File: src/rtl/bc_stage_id_hs.sv
// RV32 instruction-decode stage with a 2-entry elastic buffer (output reg + skid reg).
// Optional opcode legality checking is enabled by defining BC_ID_ILLEGAL_CHECK_EN.

package CG_rvarch_instr_field_pkg;

    localparam logic [6:0] OPC_LUI    = 7'b0110111;
    localparam logic [6:0] OPC_AUIPC  = 7'b0010111;
    localparam logic [6:0] OPC_JAL    = 7'b1101111;
    localparam logic [6:0] OPC_JALR   = 7'b1100111;
    localparam logic [6:0] OPC_BRANCH = 7'b1100011;
    localparam logic [6:0] OPC_LOAD   = 7'b0000011;
    localparam logic [6:0] OPC_STORE  = 7'b0100011;
    localparam logic [6:0] OPC_OP_IMM = 7'b0010011;
    localparam logic [6:0] OPC_OP     = 7'b0110011;
    localparam logic [6:0] OPC_FENCE  = 7'b0001111;
    localparam logic [6:0] OPC_SYSTEM = 7'b1110011;

    function automatic logic [31:0] get_imm(input logic [31:0] instr);
        case (instr[6:0])
            OPC_OP_IMM, OPC_LOAD, OPC_JALR, OPC_SYSTEM:
                get_imm = {{20{instr[31]}}, instr[31:20]};
            OPC_STORE:
                get_imm = {{20{instr[31]}}, instr[31:25], instr[11:7]};
            OPC_BRANCH:
                get_imm = {{19{instr[31]}}, instr[31], instr[7], instr[30:25], instr[11:8], 1'b0};
            OPC_LUI, OPC_AUIPC:
                get_imm = {instr[31:12], 12'd0};
            OPC_JAL:
                get_imm = {{11{instr[31]}}, instr[31], instr[19:12], instr[20], instr[30:21], 1'b0};
            default:
                get_imm = 32'd0;
        endcase
    endfunction

    function automatic logic is_rd_opcode(input logic [31:0] instr);
        case (instr[6:0])
            OPC_LUI, OPC_AUIPC, OPC_JAL, OPC_JALR, OPC_LOAD,
            OPC_OP_IMM, OPC_OP, OPC_SYSTEM: is_rd_opcode = 1'b1;
            default:                        is_rd_opcode = 1'b0;
        endcase
    endfunction

    function automatic logic is_imm_op(input logic [31:0] instr);
        return instr[6:0] == OPC_OP_IMM;
    endfunction

    function automatic logic is_jump_op(input logic [31:0] instr);
        return (instr[6:0] == OPC_JAL) || (instr[6:0] == OPC_JALR);
    endfunction

    function automatic logic is_branch_op(input logic [31:0] instr);
        return instr[6:0] == OPC_BRANCH;
    endfunction

    function automatic logic is_load_op(input logic [31:0] instr);
        return instr[6:0] == OPC_LOAD;
    endfunction

    function automatic logic is_store_op(input logic [31:0] instr);
        return instr[6:0] == OPC_STORE;
    endfunction

    function automatic logic is_legal_opcode(input logic [31:0] instr);
        case (instr[6:0])
            OPC_LUI, OPC_AUIPC, OPC_JAL, OPC_JALR, OPC_BRANCH, OPC_LOAD,
            OPC_STORE, OPC_OP_IMM, OPC_OP, OPC_FENCE, OPC_SYSTEM: is_legal_opcode = 1'b1;
            default:                                              is_legal_opcode = 1'b0;
        endcase
    endfunction

endpackage

module bc_stage_id_hs
    import CG_rvarch_instr_field_pkg::*;
#(
    parameter int DATA_WIDTH  = 32,
    parameter int INSTR_WIDTH = 32,
    parameter int PC_WIDTH    = 32
) (
    input  logic                   i_clk,
    input  logic                   i_rstn,
    input  logic                   i_flush,
    input  logic                   i_instr_valid,
    output logic                   o_instr_ready,
    input  logic [INSTR_WIDTH-1:0] i_instr,
    input  logic [PC_WIDTH-1:0]    i_pc,
    output logic                   o_decode_valid,
    input  logic                   i_decode_ready,
    output logic [PC_WIDTH-1:0]    o_pc,
    output logic [2:0]             o_funct3,
    output logic [6:0]             o_funct7,
    output logic [4:0]             o_rs1_addr,
    output logic [4:0]             o_rs2_addr,
    output logic [4:0]             o_rd_addr,
    output logic                   o_rd_wen,
    output logic [DATA_WIDTH-1:0]  o_imm,
    output logic                   o_is_imm_op,
    output logic                   o_is_jump_op,
    output logic                   o_is_branch_op,
    output logic                   o_is_load_op,
    output logic                   o_is_store_op,
    output logic                   o_illegal
);

    typedef enum logic [1:0] {EMPTY, ONE, TWO} state_e;

    typedef struct packed {
        logic [PC_WIDTH-1:0]   pc;
        logic [2:0]            funct3;
        logic [6:0]            funct7;
        logic [4:0]            rs1;
        logic [4:0]            rs2;
        logic [4:0]            rd;
        logic                  rd_wen;
        logic [DATA_WIDTH-1:0] imm;
        logic                  is_imm;
        logic                  is_jump;
        logic                  is_branch;
        logic                  is_load;
        logic                  is_store;
`ifdef BC_ID_ILLEGAL_CHECK_EN
        logic                  illegal;
`endif
    } bundle_t;

    state_e  state_q, state_d;
    bundle_t dec, out_q, skid_q;
    logic    ready_q;
    logic    in_xfer, out_xfer;
    logic    load_out, load_skid, skid_to_out;

    assign in_xfer  = i_instr_valid & ready_q;
    assign out_xfer = (state_q != EMPTY) & i_decode_ready;

    always_comb begin
        // NOTE: default every field first so no path through this block can infer a latch.
        dec           = '0;
        dec.pc        = i_pc;
        dec.funct3    = i_instr[14:12];
        dec.funct7    = i_instr[31:25];
        dec.rs1       = i_instr[19:15];
        dec.rs2       = i_instr[24:20];
        dec.rd        = i_instr[11:7];
        dec.rd_wen    = is_rd_opcode(i_instr) && (i_instr[11:7] != 5'd0);
        dec.imm       = DATA_WIDTH'(signed'(get_imm(i_instr)));
        dec.is_imm    = is_imm_op(i_instr);
        dec.is_jump   = is_jump_op(i_instr);
        dec.is_branch = is_branch_op(i_instr);
        dec.is_load   = is_load_op(i_instr);
        dec.is_store  = is_store_op(i_instr);
`ifdef BC_ID_ILLEGAL_CHECK_EN
        dec.illegal   = (i_instr[1:0] != 2'b11) || !is_legal_opcode(i_instr);
        if (dec.illegal) begin
            dec.rd_wen    = 1'b0;
            dec.is_imm    = 1'b0;
            dec.is_jump   = 1'b0;
            dec.is_branch = 1'b0;
            dec.is_load   = 1'b0;
            dec.is_store  = 1'b0;
        end
`endif
    end

    // Ready is registered from the next state, so there is no comb path ready-in -> ready-out.
    always_ff @(posedge i_clk or negedge i_rstn) begin
        if (!i_rstn) begin
            state_q <= EMPTY;
            ready_q <= 1'b1;
        end else begin
            state_q <= state_d;
            ready_q <= (state_d != TWO);
        end
    end

    always_comb begin
        state_d = state_q;
        case (state_q)
            EMPTY: if (in_xfer) state_d = ONE;
            ONE: begin
                if (in_xfer && !out_xfer)      state_d = TWO;
                else if (!in_xfer && out_xfer) state_d = EMPTY;
            end
            TWO:     if (out_xfer) state_d = ONE;
            default: state_d = EMPTY;
        endcase
        if (i_flush) state_d = EMPTY;
    end

    always_comb begin
        load_out    = 1'b0;
        load_skid   = 1'b0;
        skid_to_out = 1'b0;
        if (!i_flush) begin
            case (state_q)
                EMPTY:   load_out    = in_xfer;
                ONE: begin
                    load_out  = in_xfer & out_xfer;
                    load_skid = in_xfer & ~out_xfer;
                end
                TWO:     skid_to_out = out_xfer;
                default: ;
            endcase
        end
    end

    // NOTE: the two bundle registers are reset because the bundle outputs must read 0 after reset.
    always_ff @(posedge i_clk or negedge i_rstn) begin
        if (!i_rstn) begin
            out_q  <= '0;
            skid_q <= '0;
        end else begin
            if (skid_to_out)   out_q <= skid_q;
            else if (load_out) out_q <= dec;
            if (load_skid)     skid_q <= dec;
        end
    end

    assign o_instr_ready  = ready_q;
    assign o_decode_valid = (state_q != EMPTY);
    assign o_pc           = out_q.pc;
    assign o_funct3       = out_q.funct3;
    assign o_funct7       = out_q.funct7;
    assign o_rs1_addr     = out_q.rs1;
    assign o_rs2_addr     = out_q.rs2;
    assign o_rd_addr      = out_q.rd;
    assign o_rd_wen       = out_q.rd_wen;
    assign o_imm          = out_q.imm;
    assign o_is_imm_op    = out_q.is_imm;
    assign o_is_jump_op   = out_q.is_jump;
    assign o_is_branch_op = out_q.is_branch;
    assign o_is_load_op   = out_q.is_load;
    assign o_is_store_op  = out_q.is_store;
`ifdef BC_ID_ILLEGAL_CHECK_EN
    assign o_illegal      = out_q.illegal;
`else
    assign o_illegal      = 1'b0;
`endif

endmodule

File: config.mk
export PLATFORM = sky130hd
export DESIGN_NAME = bc_stage_id_hs
export DESIGN_NICKNAME = d
export VERILOG_FILES = /design/src/rtl/bc_stage_id_hs.sv
export SDC_FILE = /design/constraint.sdc
export NUM_CORES = 1
export LEC_CHECK = 0
export BUFFER_PORTS_ARGS = -buffer_cell sky130_fd_sc_hd__buf_2
export CORE_MARGIN = 5
export CORE_UTILIZATION = 49
export DETAILED_ROUTE_END_ITERATION = 16
export PLACE_DENSITY = 0.87
export REMOVE_ABC_BUFFERS = 1
export SETUP_SLACK_MARGIN = 0.1
export SYNTH_ARGS = -nofsm -noshare
export SYNTH_HDL_FRONTEND = slang
export SYNTH_SLANG_ARGS = --single-unit
File: constraint.sdc
create_clock -name i_clk -period 1.58 [get_ports i_clk]
set_input_delay 0.316 -clock i_clk [delete_from_list [all_inputs] [get_ports i_clk]]
set_output_delay 0.316 -clock i_clk [all_outputs]
set_load 0.01 [all_outputs]
; ---- Yosys cells after proc, flatten, opt, wreduce, memory -nomap -nowiden
; Cells that the tools add are included.
[op_classes]
reduce_logical = 13
n_eq_ne = 13
bitwise = 5
n_mux = 16
[ops]
columns = op, n
row1 = two-way mux 95 bit, 2
row2 = one-hot mux 32 bit (5 select lines), 1
row3 = "equality test 7 bit, second input constant", 4
row4 = "equality test 7 x 6 -> 1 bit, second input constant", 3
row5 = "equality test 7 x 5 -> 1 bit, second input constant", 2
row6 = two-way mux 2 bit, 5
row7 = OR reduction 8 bit, 1
row8 = "equality test 7 x 2 -> 1 bit, second input constant", 1
row9 = two-way mux 1 bit, 6
row10 = one-hot mux 2 bit (3 select lines), 1
row11 = nonzero test 5 bit, 1
row12 = AND 1 bit, 4
row13 = nonzero test 2 bit, 2
row14 = OR reduction 4 bit, 1
row15 = logical AND 1 bit, 3
row16 = "equality test 2 x 1 -> 1 bit, second input constant", 1
row17 = "equality test 2 bit, second input constant", 1
row18 = zero test 1 bit, 2
row19 = zero test 2 bit, 1
row20 = "inequality test 2 bit, second input constant", 1
row21 = one-hot mux 1 bit (2 select lines), 1
row22 = OR reduction 2 bit, 1
row23 = logical OR 1 bit, 1
row24 = NOT 1 bit, 1
[totals]
in_bits = 69
output_inout_bits = 98
wordCells = 75
ff_bits = 193

; ---- Longest topological paths before layout
[depth]
depth_word = 8
ltp_mapped = 8
mapped_depth_nobuf = 4

; ---- Least setup slack after synthesis
; Ideal clock, no wire load.
[synth_timing]
path_kind = flip-flop to flip-flop
start = reg ready_q, in the netlist o_instr_ready
end = reg out_q (netlist bit o_imm[19])
period_less_slack_ps = 1774
path_stages_with_launch = 7
required_ps = 1429
slack_ps = -194
arrival_ps = 1623
path_buffers = 2
cell_sequence = dfstp_2 -> nand3b_1 -> or3_1 -> buf_2 -> buf_2 -> a21oi_1 -> o221ai_1
[synth_between]
elab_chain_len = 5
[synth_rtl]
columns = item, line
row1 = start: declaration, 128  ; logic ready_q;
row2 = start signal: assignment, 171  ; ready_q <= (state_d != TWO);
row3 = AND 1 bit (*), 132  ; assign in_xfer = i_instr_valid & ready_q;
row4 = AND 1 bit, 197  ; load_out = in_xfer & out_xfer;
row5 = one-hot mux 1 bit (2 select lines) (*), 194  ; case (state_q)
row6 = two-way mux 1 bit (*), 193  ; if (!i_flush) begin
row7 = nonzero test 2 bit (no line) (*), --
row8 = end signal: assignment, 212  ; if (skid_to_out) out_q <= skid_q;
row9 = end: declaration, 127  ; bundle_t dec, out_q, skid_q;
; Mark *: on every way between the ends. The rest lies on a longest branch, timed or not.
; A chain may end at the register's enable or synchronous reset.

; ---- Worst setup path in the final report
[layout_timing]
start = reg ready_q, in the netlist o_instr_ready
end = reg out_q (netlist bit o_imm[14])
; The elaborated chain is that of the path after synthesis.

==> results.cfg <==
[outcome]
status = finished with violations
failed_checks = setup timing

[min_path]
hold_class = primary input to flip-flop

[power_and_ir_drop]
power_per_cell_area_mw_per_mm2 = 1130
p_leak_uw = 0.00577
ir_drop_mv = 0.894

[timing]
grt_setup_unrepaired = yes
setup_violations = 188
hold_viol_final = 0
post-route-period-util = 1.15
finalClockSkew_ns = 0.00679
relSlewSlack = 0.630
max_freq_mhz = 552
setup_slack_ns = -0.230
min_period_ns = 1.81
whs_ns = 0.0941
maxSlewViolCount = 0
tightest_slew_ns = 0.549

[worst_setup_path]
critical_path.max_stage_delay_ns = 0.54
path_max_fanout = 10
worstPathArrival_ns = 2.09
critical_path_class = flip-flop to flip-flop
critPathCaptureType = flip-flop
startpoint_type = flip-flop
slowest_stage = dfstp_2
crit_chain = nand3b_1, or3_4, buf_12, a21oi_1, o221ai_1
cp.required_ns = 1.86

[detailed_routing]
wl_per_cell_um = 19.5
routed_wl_um = 26100
firstDrtPassIters = 5
vias_per_cell = 5.78
drt_iter0_drc = 600
vias = 7737
drc = 0
drtAntennaViolNets = 0

[clock_network]
clock_latency_ns = 0.43
cts_made_buffers = 17
cts_tree = done
clock_path_buffers = 2
clkTransAtPathRegs_ns = 0.07
cts_max_level = 4
clock-sinks = 193
cts-root-buf = clkbuf_16

[finish]
area_growth_pct = 45.4
layout-drive-gt1-share = 0.417
finalInstanceArea_mm2 = 0.0118
fin_util = 0.720
nFillCells = 1106
nets = 1173

[placement]
post_dp_cell_area_mm2 = 0.00984
place_ws_ns = -0.219
place_congestion = 0.872
post-dp-hpwl_um = 15300
io_buffers = 165

[die]
die_width_um = 139
initial_core_util = 0.495
core_region_area_mm2 = 0.0165
num_rows = 47
ios = 167
die-area_mm2 = 0.0193
die_h_um = 139

[grt]
grt-ovfl-total = 0
antenna_found_initial = 1
grt_pass1_vias = 7522
grt_max_degree = 53
grt_pass1_wl_um = 39500
grt.total_usage = 0.252

[synth]
ys_types = 57
yosys.area.top_type_share = 0.590
synth_area_mm2 = 0.00815
ys_warn_count = 0
synthCells = 861
netlist_top_cells_area = dfrtp_1 (59%), nand2_1 (9.2%), nor2_1 (6.5%)
synth_top_area_cell = dfrtp_1
synth_flop_cell = dfrtp_1
yosys-top-cells-count = nand2_1 (200), dfrtp_1 (192), nor2_1 (142)
synth_seq_area_share = 0.593
synth-edff-count = 0
syn_avg_cell_area_um2 = 9.46
synth.most_common_cell = nand2_1
ys_seq_elements = 193
async_reset_ff_frac = 1.00

[run]
drv_cap = 0
-- state kept, by name, summed over array words and instances, names as in the netlist --
| register | count |
|---|---|
| o_funct3 | 3 |
| skid_q | 95 |
| state_q | 2 |
| o_rd_addr | 5 |
| o_pc | 32 |
| o_rs2_addr | 5 |
| o_funct7 | 7 |
| o_is_branch_op | 1 |
| o_is_jump_op | 1 |
| o_rd_wen | 1 |
| o_instr_ready | 1 |
| o_rs1_addr | 5 |
| o_is_store_op | 1 |
| o_is_imm_op | 1 |
| o_is_load_op | 1 |
| o_imm | 32 |
-- repair_timing --
| action | CTS | global route |
|---|---|---|
| endpoints found under the setup margin | 194 | 194 |
| pin swaps | 18 | 96 |
| hold buffers | 1 | 0 |
| setup buffers | 13 | 12 |
| cloned | 8 | 6 |
| endpoints found under the hold margin | 34 | 0 |
| gates resized for setup | 63 | 189 |
-- layer usage --
layer	up-vias	routed length (um)	share of wire	track usage
li1	3474	-	-	-
met1	3818	10300	0.39	0.326
met2	373	13000	0.50	0.418
met3	72	1990	0.076	0.0545
met4	0	870	0.033	0.0932
met5	-	0	0	0
-- where the power goes --
group	total [uW]	switching (uW)	internal [uW]	leakage [uW]
Sequential	6470	652	5820	0.00242
Combinational	2640	1400	1240	0.00307
Clock	4220	1930	2300	0.000283
Total	13300	3980	9350	0.00577
-- area by class of cell --
class	count	area, um^2	share of cell area
clock inverters	12	121	0.0102
flip-flops and latches	193	4830	0.408
diodes	1	2.50	0.000211
inverters	15	56.3	0.00475
well taps	220	275	0.0232
multi-input cells	592	3660	0.309
repair buffers	285	2450	0.207
clock buffers	20	457	0.0385
-- cell usage in the layout (no fill, tap or decap), types with 9 or more instances in the layout --
master	synthesis	final
nor2_1	142	128
buf_2	20	162
clkbuf_16	0	23
o21ai_2	0	9
dfrtp_1	192	192
a21oi_2	2	17
buf_6	2	23
a21oi_1	29	11
o21ai_1	4	14
nand2_2	0	55
nand2_4	0	21
nand2_1	200	124
buf_12	0	25
inv_1	15	15
buf_4	1	54
o22ai_1	61	59
a22o_1	12	12
nand3_1	13	13
a221o_1	9	9
a32oi_1	15	10
-- cells by family (layout without fill, tap and decap cells) --
| logic type | count (synthesis) | in the layout | share of synthesized area |
|---|---|---|---|
| compound gates | 194 | 194 | 0.164 |
| xor+xnor | 1 | 1 | 0.00107 |
| buf+inv | 76 | 332 | 0.0404 |
| flops | 193 | 193 | 0.593 |
| mux | 2 | 2 | 0.00246 |
| other cells | 1 | 2 | 0.000460 |
| simple gates | 394 | 394 | 0.199 |
-- worst max-delay path: cells and delay by family (launching register included) --
kind / cells / cell delay, ns
and+or+nand+nor: 2 / 0.57
buffers and inverters: 1 / 0.20
DFF: 1 / 0.54
AOI/OAI and AO/OA: 2 / 0.35
-- worst paths after layout --
path	start	to	slack [ns]	cells past startpoint
max	o_instr_ready	o_imm[14]	-0.23	5
min	i_pc[29]	skid_q[92]	0.09	3
max reg2reg	o_instr_ready	o_imm[14]	-0.23	5
min reg2reg	skid_q[71]	skid_q[71]	0.48	2
max in group asynchronous	i_rstn	o_pc[23]	0.61	3
min in group asynchronous	i_rstn	o_imm[12]	0.38	2
-- per-stage QoR --
stage	power, uW	cells	TNS, ns
CTS	12900	1320	-13.99
global route	14000	1338	-36.63
detailed placement	8520	1266	-18.97
floorplan	7380	800	-301.49
global placement	8400	1266	-16.10
finish	13300	1338	-22.81
No activity file was read; power rests on OpenSTA's default activity.
